File: config.mk
export PLATFORM = sky130hd
export DESIGN_NAME = ras_ckpt
export DESIGN_NICKNAME = d
export VERILOG_FILES = /design/src/rtl/ras_ckpt.sv
export SDC_FILE = /design/constraint.sdc
export NUM_CORES = 1
export LEC_CHECK = 0
export BUFFER_PORTS_ARGS = -buffer_cell sky130_fd_sc_hd__buf_4
export CAP_MARGIN = 10
export CORE_ASPECT_RATIO = 0.6
export CORE_MARGIN = 1
export CORE_UTILIZATION = 45
export DETAILED_ROUTE_END_ITERATION = 7
export PLACE_DENSITY = 0.73
export SLEW_MARGIN = 20
export SYNTH_ARGS = -nofsm -noshare
export SYNTH_HDL_FRONTEND = slang
export SYNTH_SLANG_ARGS = --single-unit
export TNS_END_PERCENT = 1
File: constraint.sdc
create_clock -name clk -period 5.8 [get_ports clk]
set_input_delay 0.58 -clock clk [delete_from_list [all_inputs] [get_ports clk]]
set_output_delay 0.58 -clock clk [all_outputs]
set_load 0.005 [all_outputs]
File: src/rtl/ras_ckpt.sv
`default_nettype none
// ============================================================================
//  Module   : ras_ckpt
//  Purpose  : Return-address stack with checkpoint/restore for misprediction
//             repair. Circular storage of 2**RAS_INDEX entries, push/pop
//             decoded from JAL/JALR link-register usage.
//  Config   : RAS_REPAIR_EN -- when defined, restore reinstates a checkpoint
//             {tos, count, top}; when undefined, restore clears the stack and
//             the checkpoint output is tied to zero.
//  Revision : 1.0  initial release
// ============================================================================
module ras_ckpt #(
   parameter int RAS_INDEX = 3,
   parameter int ADDR_W    = 32
) (
   input  logic                          clk,
   input  logic                          rst_n,
   input  logic                          i_stall,
   input  logic                          i_is_jal,
   input  logic                          i_is_jalr,
   input  logic [4:0]                    i_rd,
   input  logic [4:0]                    i_rs1,
   input  logic [ADDR_W-1:0]             i_pcp4,
   input  logic                          i_restore,
   input  logic [2*RAS_INDEX+ADDR_W:0]   i_restore_ckpt,
   output logic [2*RAS_INDEX+ADDR_W:0]   o_ckpt,
   output logic [ADDR_W-1:0]             o_target_addr,
   output logic                          o_empty,
   output logic                          o_full
);

   localparam int                 DEPTH      = 2**RAS_INDEX;
   localparam logic [RAS_INDEX:0] c_DEPTH    = (RAS_INDEX+1)'(DEPTH);
   localparam logic [RAS_INDEX:0] c_CNT_ONE  = (RAS_INDEX+1)'(1);
   localparam logic [RAS_INDEX-1:0] c_TOS_ONE = RAS_INDEX'(1);

   // Architectural stack state
   logic [RAS_INDEX-1:0] r_tos;
   logic [RAS_INDEX:0]   r_count;
   logic [ADDR_W-1:0]    r_mem [DEPTH];

   // Decode and next-state helpers
   logic                 w_link_rd;
   logic                 w_link_rs1;
   logic                 w_active;
   logic                 w_push;
   logic                 w_pop;
   logic                 w_swap;
   logic                 w_empty;
   logic [RAS_INDEX-1:0] w_tos_inc;
   logic [RAS_INDEX-1:0] w_tos_dec;
   logic [RAS_INDEX:0]   w_cnt_inc;
   logic [RAS_INDEX:0]   w_cnt_dec;

   // Storage write port
   logic                 w_we;
   logic [RAS_INDEX-1:0] w_waddr;
   logic [ADDR_W-1:0]    w_wdata;

`ifdef RAS_REPAIR_EN
   // Checkpoint fields, laid out as {tos, count, top}
   logic [RAS_INDEX-1:0] w_ck_tos;
   logic [RAS_INDEX:0]   w_ck_cnt;
   logic [RAS_INDEX:0]   w_ck_cnt_clamped;
   logic [ADDR_W-1:0]    w_ck_top;

   assign w_ck_tos = i_restore_ckpt[2*RAS_INDEX+ADDR_W -: RAS_INDEX];
   assign w_ck_cnt = i_restore_ckpt[ADDR_W +: RAS_INDEX+1];
   assign w_ck_top = i_restore_ckpt[ADDR_W-1:0];
   // A corrupt checkpoint can never claim more entries than physically exist
   assign w_ck_cnt_clamped = (w_ck_cnt > c_DEPTH) ? c_DEPTH : w_ck_cnt;
`else
   // Checkpoint contents are irrelevant when repair only clears the stack
   logic w_unused_ckpt;
   assign w_unused_ckpt = ^i_restore_ckpt;
`endif

   // Classify the executing instruction by its link-register usage
   always_comb begin
      w_link_rd  = (i_rd  == 5'd1) || (i_rd  == 5'd5);
      w_link_rs1 = (i_rs1 == 5'd1) || (i_rs1 == 5'd5);
      w_active   = (i_is_jal || i_is_jalr) && !i_stall;
      // Both-link with differing registers is a coroutine swap, not a push
      w_swap     = w_active && w_link_rd && w_link_rs1 && (i_rd != i_rs1);
      w_push     = w_active && w_link_rd && !w_swap;
      w_pop      = w_active && !w_link_rd && w_link_rs1;
      w_empty    = (r_count == '0);
      w_tos_inc  = r_tos + c_TOS_ONE;
      w_tos_dec  = r_tos - c_TOS_ONE;
      // Count saturates: a push on a full stack silently loses the oldest entry
      w_cnt_inc  = (r_count == c_DEPTH) ? c_DEPTH : (r_count + c_CNT_ONE);
      w_cnt_dec  = r_count - c_CNT_ONE;
   end

   // Select the single storage write for this cycle; restore wins over push/swap
   always_comb begin
      w_we    = 1'b0;
      w_waddr = r_tos;
      w_wdata = i_pcp4;
      if (i_restore) begin
`ifdef RAS_REPAIR_EN
         w_we    = 1'b1;
         w_waddr = w_ck_tos;
         w_wdata = w_ck_top;
`endif
      end else if (w_push) begin
         w_we    = 1'b1;
         w_waddr = w_tos_inc;
      end else if (w_swap) begin
         w_we    = 1'b1;
      end
   end

   // Pointer and occupancy update; restore ignores stall and overrides decode
   always_ff @(posedge clk or negedge rst_n) begin
      if (!rst_n) begin
         r_tos   <= '0;
         r_count <= '0;
      end else if (i_restore) begin
`ifdef RAS_REPAIR_EN
         r_tos   <= w_ck_tos;
         r_count <= w_ck_cnt_clamped;
`else
         r_tos   <= '0;
         r_count <= '0;
`endif
      end else if (w_push) begin
         r_tos   <= w_tos_inc;
         r_count <= w_cnt_inc;
      end else if (w_pop && !w_empty) begin
         r_tos   <= w_tos_dec;
         r_count <= w_cnt_dec;
      end else if (w_swap && w_empty) begin
         // Swap replaces the top in place; on an empty stack it creates one entry
         r_count <= c_CNT_ONE;
      end
   end

   // Entry storage is not reset; occupancy alone defines validity
   always_ff @(posedge clk) begin
      if (w_we) begin
         r_mem[w_waddr] <= w_wdata;
      end
   end

   assign o_target_addr = r_mem[r_tos];
   assign o_empty       = w_empty;
   assign o_full        = (r_count == c_DEPTH);

`ifdef RAS_REPAIR_EN
   assign o_ckpt = {r_tos, r_count, r_mem[r_tos]};
`else
   assign o_ckpt = '0;
`endif

endmodule
`default_nettype wire

# Yosys cells after proc, flatten, opt, wreduce, memory -nomap -nowiden
# Memory sizes are Yosys's and may differ from the RTL's.
# Index checks and enable logic that the tools add are counted.
# op_classes
eq_ne	6
mux	15
n_addsub	4
reduce_logical	19
# ops
op	n
2-to-1 mux 4 bit	5
2-to-1 mux 3 bit	5
equality test 5 x 1 -> 1 bit (second input constant)	2
equality test 5 x 3 -> 1 bit (second input constant)	2
logical AND 1 bit	9
2-to-1 mux 1 bit	5
!= test 5 bit	1
adder 4 x 1 -> 4 bit (second input constant)	1
equality test 4 bit (second input constant)	1
logical NOT 1 bit	4
logical NOT 4 bit	1
nonzero test 4 bit	1
subtractor 4 x 1 -> 4 bit (second input constant)	1
adder 3 x 1 -> 3 bit (second input constant)	1
logical OR 1 bit	3
nonzero test 3 bit	1
subtractor 3 x 1 -> 3 bit (second input constant)	1
# totals
out_inout_bits	73
ram_bits	256
in_bits	87
register_bits	7
elab_cells	47
mem_count	1
# mem_list
memory	words	width	read_ports	rd_clocked_by_memory_dff	write_ports	line	text
r_mem	8	32	1	0	1	40	logic [ADDR_W-1:0] r_mem [DEPTH];

# Depth between registers and ports, before layout
# Gate-level depths: netlist of the first run.
# logic_depth
ltp_word	11
ltp_mapped	8
mapped_depth_nobuf	7

# Worst setup path before layout of the first run
# Ideal clock, no wire load.
# synth_path
kind	reg-to-reg
start	reg r_tos[1]
end	mem r_mem[0][0], enable pin
period_less_slack_ns	4.770
setup_slack_ns	1.030
required_time_ns	5.330
path_buffers	3
stages_incl_launch_ff	9
arrival_time_ns	4.300
setup_ns	0.470
cell_sequence	dfrtp_1 > clkbuf_1 > buf_1 > buf_1 > inv_1 > ha_1 > inv_1 > o2111ai_1 > a211oi_1
# synth_via
elab_chain_len	3
# synth_lines
element	line	text
from (decl)	38	logic [RAS_INDEX-1:0] r_tos;
from (signal assigned)	128	r_tos <= w_tos_inc;
from (signal assigned)	131	r_tos <= w_tos_dec;
adder 3 x 1 -> 3 bit	88	w_tos_inc = r_tos + c_TOS_ONE;
2-to-1 mux 3 bit	106	end else if (w_push) begin
2-to-1 mux 3 bit *	100	if (i_restore) begin
to (decl)	40	
# Every way passes the cells marked *; elsewhere a longest branch is shown, timed or not.

# Worst setup path in the final report of the first run
# layout_path
start	reg r_tos[0]
end	out o_target_addr[25]
# layout_via
elab_chain_len	1
# layout_lines
element	line	text
memory read (8 x 32 bit)	n/a	
to (decl)	27	output logic [ADDR_W-1:0] o_target_addr,
# No other way between the ends.

==> results of run 1 <==
## path summary, 6_finish.rpt
path                             from                end  slack (ns)  depth (start not counted)
min reg2reg                r_count[3]         r_count[3]        0.58                          1
max                          r_tos[0]  o_target_addr[25]        2.12                          5
max in group asynchronous       rst_n           r_tos[1]        5.23                          2
max reg2reg                  r_tos[0]       r_mem[4][21]        2.15                          6
min in group asynchronous       rst_n         r_count[2]        0.42                          2
min                         i_pcp4[5]        r_mem[6][5]        0.30                          1
## worst reg2reg max path: cells and delay by family, from the launching register on
kind | cells | cell delay (ns)
adder cells (fa/ha/maj) | 1 | 0.41
flip-flops | 1 | 0.83
AO/OA/AOI/OAI | 2 | 1.33
buffers and inverters | 3 | 0.75
## registers in the layout, indices dropped and copies added, names as in the netlist
name,flops
r_count,4
r_mem,256
r_tos,3
## stage by stage
stage	cell area [um2]	setup WS (ns)	util, %	instances
3_5_place_dp	11660	1.512	50.19	961
4_1_cts	12400	1.997	53.34	1002
2_1_floorplan	10860	1.030	-	619
5_1_grt	12450	1.866	53.57	1006
6_report	12450	2.118	53.57	1006
3_3_place_gp	11650	1.679	50.12	960
## power by group
group	internal, uW	total [uW]	switching (uW)
registers	2090	2100	10.7
clock network	855	1490	637
logic	64.5	147	82.7
## cells by family after synthesis
kind of cell	after synthesis	share of synthesized area, %
flops	263	73.35
simple gates	132	5.451
buf+inv	75	4.097
mux	66	13.66
compound gates	33	2.370
xor+xnor	7	0.5720
fa+ha+maj	4	0.4669
other cells	1	0.03498
## final cells by class
type / instances / share of cell area [%]
Tap cell: 315 / 3.166
Clock inverter: 14 / 1.095
Sequential cell: 263 / 63.22
Clock buffer: 26 / 4.713
Multi-Input combinational cell: 281 / 21.36
Timing Repair Buffer: 98 / 6.170
Inverter: 9 / 0.2713
## cells in the final DEF, fill, tap and decap left out, drive strengths merged, types with 5 or more instances in the layout
| cell | netlist | routed |
|---|---|---|
| inv | 8 | 8 |
| conb | 1 | 39 |
| clkinv | 1 | 11 |
| xor2 | 5 | 5 |
| clkbuf | 16 | 26 |
| nor2 | 12 | 12 |
| dfrtp | 7 | 7 |
| a211oi | 8 | 8 |
| buf | 50 | 97 |
| edfxtp | 256 | 256 |
| nand2 | 99 | 99 |
| mux4 | 64 | 64 |
## routing by layer
metal  up-vias  global-route usage, %  wire [um]  share of wire [%]
met5         -                      0          0                  0
met4         0                  3.504        320                1.5
li1       2385                      -          -                  -
met2       192                  29.65      10120                 48
met1      2806                  24.96       9316                 44
met3        34                  4.013       1362                6.4
==> reports/qor.yml, run 1 <==
status: "finished, final reports clean"
slew_headroom_pct: 26.52
min_period_ns: 3.682
post-route-drc-count: 0
max_freq_ghz: 0.2716
power_leakage_uw: 0.004117
yosysMostFrequentCell: "edfxtp_1"
ys_seq_area_share_pct: 73.35
drv_slew: 0
cp_slowest_cell: "dfrtp_4"
gr-total-overflow: 0
routabilityCongestion: 0.7248
path_max_fanout: 37
p_per_area_nw_per_um2: 300.1
synthCells: 581
track_usage_pct: 17.96
synthFlopType: "edfxtp_1"
yosys.area.top_type_share_pct: 71.72
io_buffer_count: 81
tns_ns: 0
dieArea_um2: 24460
fin_skew_ns: 0.007282
wirelength_um: 21120
clock_path_buffers: 3
antenna_found_initial: 0
drive_gt1_share_pct: 30.25
crit_family: "buffers and inverters"
synth_largest_area_cell: "edfxtp_1"
tightest_slew_ns: 1.099
die_y_um: 121.6
htree_levels: 1
ys_async_sr_fraction_pct: 2.662
synth_area_um2: 10720
cts_made_buffers: 22
critPathKind: "flop to primary output"
worstPathRequired_ns: 5.22
crit_path_end_kind: "primary output"
drt_iter0_drc: 427
synth_commonest_cells: "edfxtp_1 (256), nand2_1 (99), mux4_2 (64), buf_4 (39), clkbuf_1 (16)"
core_region_area_um2: 23240
die_w_um: 201.3
grt_pass1_vias: 5654
hold_viol: 0
avgViaCountPerCell: 5.385
worst_setup_path_start_kind: "flop"
ant_nets: 0
crit_buf_inv: 2
ys_ff_latch: 263
nets: 766
postCtsHoldBufs: 1
hold_ws_ns: 0.3011
via_count: 5417
ir_drop_uv: 308.9
cts_tree: "built"
crit_arrival_ns: 3.10
grt_max_degree: 67
syn_area_per_cell_um2: 18.45
clock_sinks: 263
rows: 43
hpwl_um: 12310
insertedDiodeCount: 0
hold_path.class: "input port to flop"
synth_edf_count: 256
wl_per_cell_um: 20.99
critPathMaxStageDelay_ns: 0.83
seq_area_um2: 7871
path_cells: "buf_4, mux4_2, nand2_1, nand2_1, buf_4"
drt_first_pass_iters: 5
rsz0062_at_grt: "no"
post_cts_buffers: 0
yosys_warnings: 0
synthToLayoutAreaGrowth_pct: 16.16
finalSetupViolCount: 0
io_pins: 160
multi_input_area_um2: 2660
grt_first_pass_wirelength_um: 32970
n_fill_cell: 1805
cts_root_buf: "clkbuf_16"
cts_resized: 0
clk_pin_slew_ns: 0.07
clk_latency_ns: 0.50
start_util_pct: 46.12
max_cap_violations: 0
period_share_pct: 63.49
ys_top_cells_by_area: "edfxtp_1 (72%), mux4_2 (13%), nand2_1 (3.5%), buf_4 (2.7%), dfrtp_1 (1.6%)"
finalPower_uw: 3737
yosysUniqueCellTypes: 45
No activity file was read; power rests on OpenSTA's default activity.
==> inputs of run 2 (changes only) <==
- clock period: 5.8 -> 3.45 ns (I/O delays scaled with it)
==> reports/qor.yml, run 2 (synthesized netlist as in run 1, its figures left out) <==
status: "finished, final reports clean"
worst_setup_path_start_kind: "flop"
r2r_end: "r_count[1]"
n_fill_cell: 1801  # -0.22%
synthToLayoutAreaGrowth_pct: 16.94
tns_ns: 0  # unchanged
tightest_slew_ns: 0.9688  # -0.1298 ns
crit_start: "r_tos[0]"
rsz0062_at_grt: "no"
max_cap_violations: 0  # unchanged
htree_levels: 1  # unchanged
slew_headroom_pct: 34.95  # +8.4 points
wl_per_cell_um: 21.02  # +0.11%
path_max_fanout: 65  # +76%
rows: 43  # unchanged
worstPathRequired_ns: 3.11  # -2.11 ns
min_period_ns: 2.748
post-route-util_pct: 53.93  # +0.36 points
cts_root_buf: "clkbuf_16"
avgViaCountPerCell: 5.345  # -0.73%
clk_pin_slew_ns: 0.06  # about the same
cts_resized: 0  # unchanged
drt_iter0_drc: 332  # -22%
hpwl_um: 12410  # +0.79%
drt_first_pass_iters: 4  # -1
crit_arrival_ns: 2.40  # -0.70 ns
io_buffer_count: 81  # unchanged
hold_path.class: "input port to flop"
post_cts_buffers: 0  # unchanged
routabilityCongestion: 0.8113  # +12%
antenna_found_initial: 1  # +1
crit_buf_inv: 2  # unchanged
rrSetupSlack_ns: 0.86  # -1.29 ns
final_cell_mix: "edfxtp_1 (256), buf_4 (101), nand2_1 (99)"
critPathMaxStageDelay_ns: 0.57  # -0.26 ns
grt_first_pass_wirelength_um: 33060  # +0.27%
rr_worst_depth: 6  # unchanged
clock_path_buffers: 3  # unchanged
io_pins: 160  # unchanged
grt_max_degree: 66  # -1.5%
power_leakage_uw: 0.004167  # +1.2%
start_util_pct: 46.12  # unchanged
top_register: "r_mem"
drive_gt1_share_pct: 31.67  # +1.4 points
fin_skew_ns: 0.01632  # +0.009043 ns
cp_slowest_cell: "mux4_2"
hold_viol: 0  # unchanged
crit_cells: 5  # unchanged
drv_slew: 0  # unchanged
crit_end: "o_target_addr[27]"
via_count: 5436  # +0.35%
postCtsHoldBufs: 1  # unchanged
clk_latency_ns: 0.51  # about the same
place_ws_ns: 0.3162  # -1.196 ns
cts_tree: "built"
post-route-drc-count: 0  # unchanged
crit_path_end_kind: "primary output"
largest_reg_flops: 256  # unchanged
wirelength_um: 21370  # +1.2%
grt_pass1_vias: 5610  # -0.78%
ir_drop_uv: 410.5  # +33%
die_w_um: 201.3  # unchanged
critPathKind: "flop to primary output"
max_freq_ghz: 0.3639
cp_common_cell: "nand2_1"
top_regs: "r_mem x256, r_count x4, r_tos x3"
setup_ws_ns: 0.7017  # -1.416 ns
r2r_start: "r_count[0]"
final_common_cell: "edfxtp_1"
gr-total-overflow: 0  # unchanged
track_usage_pct: 17.99  # +0.036 points
nets: 774  # +1.0%
path_cells: "buf_12, mux4_2, nand2_1, nand2_1, buf_4"
dieArea_um2: 24460  # unchanged
finalPower_uw: 6359  # +70%
ant_nets: 0  # unchanged
die_y_um: 121.6  # unchanged
p_per_area_nw_per_um2: 507.3  # +69%
finalSetupViolCount: 0  # unchanged
period_share_pct: 79.66
clock_sinks: 263  # unchanged
cts_made_buffers: 24  # +9.1%
crit_family: "buffers and inverters"
core_region_area_um2: 23240  # unchanged
==> run 2: final cells by class <==
cell class              count  area, um2  area share [%]
inverters                   9      33.78          0.2695
clock buffers              29      640.6           5.111
multi-input cells         281       2660           21.22
diodes                      1      2.502         0.01996
clock inverters            15      126.4           1.008
repair buffers            104      808.3           6.448
well taps                 315      394.1           3.144
flip-flops and latches    263       7869           62.78
==> run 2: metal layers <==
metal / track usage (%) / vias to the layer above / part of all wire [%]
met5: 0 / - / 0
met4: 3.362 / 0 / 1.4
met3: 3.772 / 23 / 6.4
met2: 29.37 / 187 / 47
met1: 25.52 / 2814 / 45
li1: - / 2412 / -
==> run 2: how the worst min path moves through the flow <==
| stage | depth (start not counted) | endpoint | slack (ns) | from |
|---|---|---|---|---|
| floorplan | 0 | r_count[0] | 0.05 | rst_n |
| global placement | 1 | r_tos[2] | 0.16 | rst_n |
| detailed placement | 1 | r_tos[1] | 0.17 | rst_n |
| CTS | 1 | r_mem[4][23] | 0.05 | i_pcp4[23] |
| global route | 1 | r_mem[5][28] | 0.04 | i_pcp4[28] |
| finish | 1 | r_mem[7][23] | 0.06 | i_pcp4[23] |
==> run 2: power breakdown <==
| group | total [uW] | internal (uW) | switching, uW | leakage [uW] |
|---|---|---|---|---|
| Combinational | 250 | 110 | 141 | 0.00141 |
| Clock | 2590 | 1470 | 1110 | 0.000369 |
| Sequential | 3520 | 3510 | 11.9 | 0.00239 |
==> run 2: metrics by stage <==
stage,cell area (um2),hold slack (ns),cells
final,12530,0.06079,1017
after global placement,11760,0.1646,971
after CTS,12530,0.04695,1016
after global routing,12530,0.04137,1016
after detailed placement,11760,0.1672,971
after floorplan,10900,0.04941,619
==> run 2: worst register-to-register path, delay by kind of cell (launching register included) <==
| kind | cells | cell delay (ns) |
|---|---|---|
| buffers and inverters | 1 | 0.11 |
| flip-flops | 1 | 0.43 |
| AO/OA/AOI/OAI | 3 | 1.08 |
| AND/OR/NAND/NOR | 1 | 0.60 |
| adder cells (fa/ha/maj) | 1 | 0.23 |
==> inputs of run 3 (changes only) <==
- clock period: 3.45 -> 2.7 ns (I/O delays scaled with it)
==> reports/qor.yml, run 3 (synthesized netlist as in run 1, its figures left out) <==
hold_viol: 0  # unchanged
path_max_fanout: 34  # -48%
crit_path_end_kind: "primary output"
p_seq_share_pct: 54.9  # -0.5 points
combPwrFrac_pct: 4.6  # +0.7 points
max_cap_violations: 0  # unchanged
p_per_area_nw_per_um2: 624.6  # +23%
core_region_area_um2: 23240  # unchanged
dieArea_um2: 24460  # unchanged
cts_tree: "built"
clk_pin_slew_ns: 0.07  # about the same
crit_family: "multiplexers"
wl_per_cell_um: 20.24  # -3.7%
track_usage_pct: 17.94  # -0.055 points
hold_path.class: "input port to flop"
finalSetupViolCount: 0  # unchanged
top_register: "r_mem"
met3_length_um: 1203  # -11%
setup_ws_ns: 0.1915  # -0.5102 ns
tightest_slew_ns: 0.9724  # +0.003542 ns
nets: 811  # +4.8%
start_util_pct: 46.12  # unchanged
die_w_um: 201.3  # unchanged
post-route-util_pct: 56.44  # +2.5 points
final_cell_mix: "edfxtp_1 (256), nand2_1 (99), buf_4 (96)"
crit_arrival_ns: 2.24  # -0.16 ns
path_cells: "buf_12, mux4_2, nand2_1, nand2_1, buf_4"
post-route-drc-count: 0  # unchanged
drv_slew: 0  # unchanged
final_common_cell: "edfxtp_1"
p_int_uw: 6561  # +29%
clock_path_buffers: 3  # unchanged
n_fill_cell: 1798  # -0.17%
grt_pass1_vias: 5788  # +3.2%
ant_nets: 0  # unchanged
top_regs: "r_mem x256, r_count x4, r_tos x3"
top_layer_used: "met4"
drt_iter0_drc: 402  # +21%
min_period_ns: 2.509
insertedDiodeCount: 0  # -1
power.switching_uw: 1633  # +29%
wl_met1_um: 9921  # +3.4%
hpwl_um: 12760  # +2.9%
period_share_pct: 92.91
fin_skew_ns: 0.01623  # -0.00009030 ns
met2_length_um: 9939  # -1.9%
cts_made_buffers: 24  # unchanged
rsz0062_at_grt: "no"
status: "finished, final reports clean"
worstPathRequired_ns: 2.43  # -0.68 ns
dpl_cell_area_um2: 12000  # +2.1%
cts_root_buf: "clkbuf_16"
rows: 43  # unchanged
critPathKind: "flop to primary output"
cp_common_cell: "nand2_1"
clock_sinks: 263  # unchanged
fin_area_um2: 13120  # +4.7%
drive_gt1_share_pct: 31.98  # +0.31 points
power_leakage_uw: 0.004381  # +5.1%
cp_slowest_cell: "mux4_2"
ir_drop_uv: 517.1  # +26%
sw_frac_of_total_pct: 19.92  # +0.024 points
power.share.clock_pct: 40.4  # -0.3 points
wirelength_um: 21320  # -0.26%
clk_latency_ns: 0.52  # about the same
finalPower_uw: 8194  # +29%
grt_max_degree: 36  # -45%
avgViaCountPerCell: 5.320  # -0.47%
crit_buf_inv: 2  # unchanged
critPathMaxStageDelay_ns: 0.54  # -0.03 ns
gr-total-overflow: 0  # unchanged
drt_first_pass_iters: 4  # unchanged
grt_first_pass_wirelength_um: 33250  # +0.59%
die_y_um: 121.6  # unchanged
largest_reg_flops: 256  # unchanged
post_cts_buffers: 0  # unchanged
place_ws_ns: -0.06504  # -0.3813 ns
synthToLayoutAreaGrowth_pct: 22.39
routabilityCongestion: 0.8753  # +7.9%
htree_levels: 1  # unchanged
tns_ns: 0  # unchanged
antenna_found_initial: 0  # -1
worst_setup_path_start_kind: "flop"
max_freq_ghz: 0.3986
io_pins: 160  # unchanged
io_buffer_count: 81  # unchanged
slew_headroom_pct: 34.71  # -0.24 points
via_count: 5602  # +3.1%
## run 3: cell types whose count changed in the layout (fill, tap and decap cells not counted), sizes merged
| cell | delta |
|---|---|
| dlygate4sd3 | +32 |
| clkinvlp | -3 |
| clkinv | +2 |
| buf | +5 |
| inv | +1 |
| diode | -1 |
## run 3: what timing repair did
item / CTS / global route
hold buffers: 32 / 1
endpoints found under the setup margin: 15 / 1
hold endpoints to repair: 239 / 2
resized for setup: 1 / 2
## run 3: final timing paths
| check | slack (ns) | cells past startpoint | from | to |
|---|---|---|---|---|
| worst min-delay path | 0.08 | 2 | i_restore | r_tos[1] |
| worst max register to register | 0.40 | 5 | r_tos[0] | r_mem[0][14] |
| min in group asynchronous | 0.12 | 2 | rst_n | r_count[3] |
| max in group asynchronous | 2.44 | 2 | rst_n | r_tos[0] |
| worst min register to register | 0.57 | 1 | r_count[3] | r_count[3] |
| worst max-delay path | 0.19 | 5 | r_tos[0] | o_target_addr[4] |
## run 3: final cells by class
class                   instances  area (um2)  area share [%]
repair buffers                141        1286           9.804
multi-input cells             281        2756           21.01
well taps                     315       394.1           3.004
flip-flops and latches        263        7871           60.00
inverters                       9       33.78          0.2575
clock buffers                  29       640.6           4.883
clock inverters                15       136.4           1.040
## run 3: power by group through the flow
stage	clock, uW	combinational (uW)	sequential (uW)
4_1_cts	3380	381	4500
2_1_floorplan	0	202	4590
3_3_place_gp	0	322	4590
6_report	3310	381	4500
3_5_place_dp	0	341	4590
5_1_grt	3550	417	4500
## run 3: per-stage QoR
step,hold WS (ns),std cells
finish,0.08145,1053
global route,0.07894,1053
CTS,0.006763,1052
detailed placement,0.09146,976
global placement,0.08824,976
floorplan,-0.02559,619
## run 3: metal layers
| metal | global-route usage (%) | vias up |
|---|---|---|
| met2 | 28.44 | 189 |
| met4 | 3.456 | 0 |
| met3 | 3.585 | 34 |
| met1 | 26.25 | 2896 |
| li1 | - | 2483 |
| met5 | 0 | - |
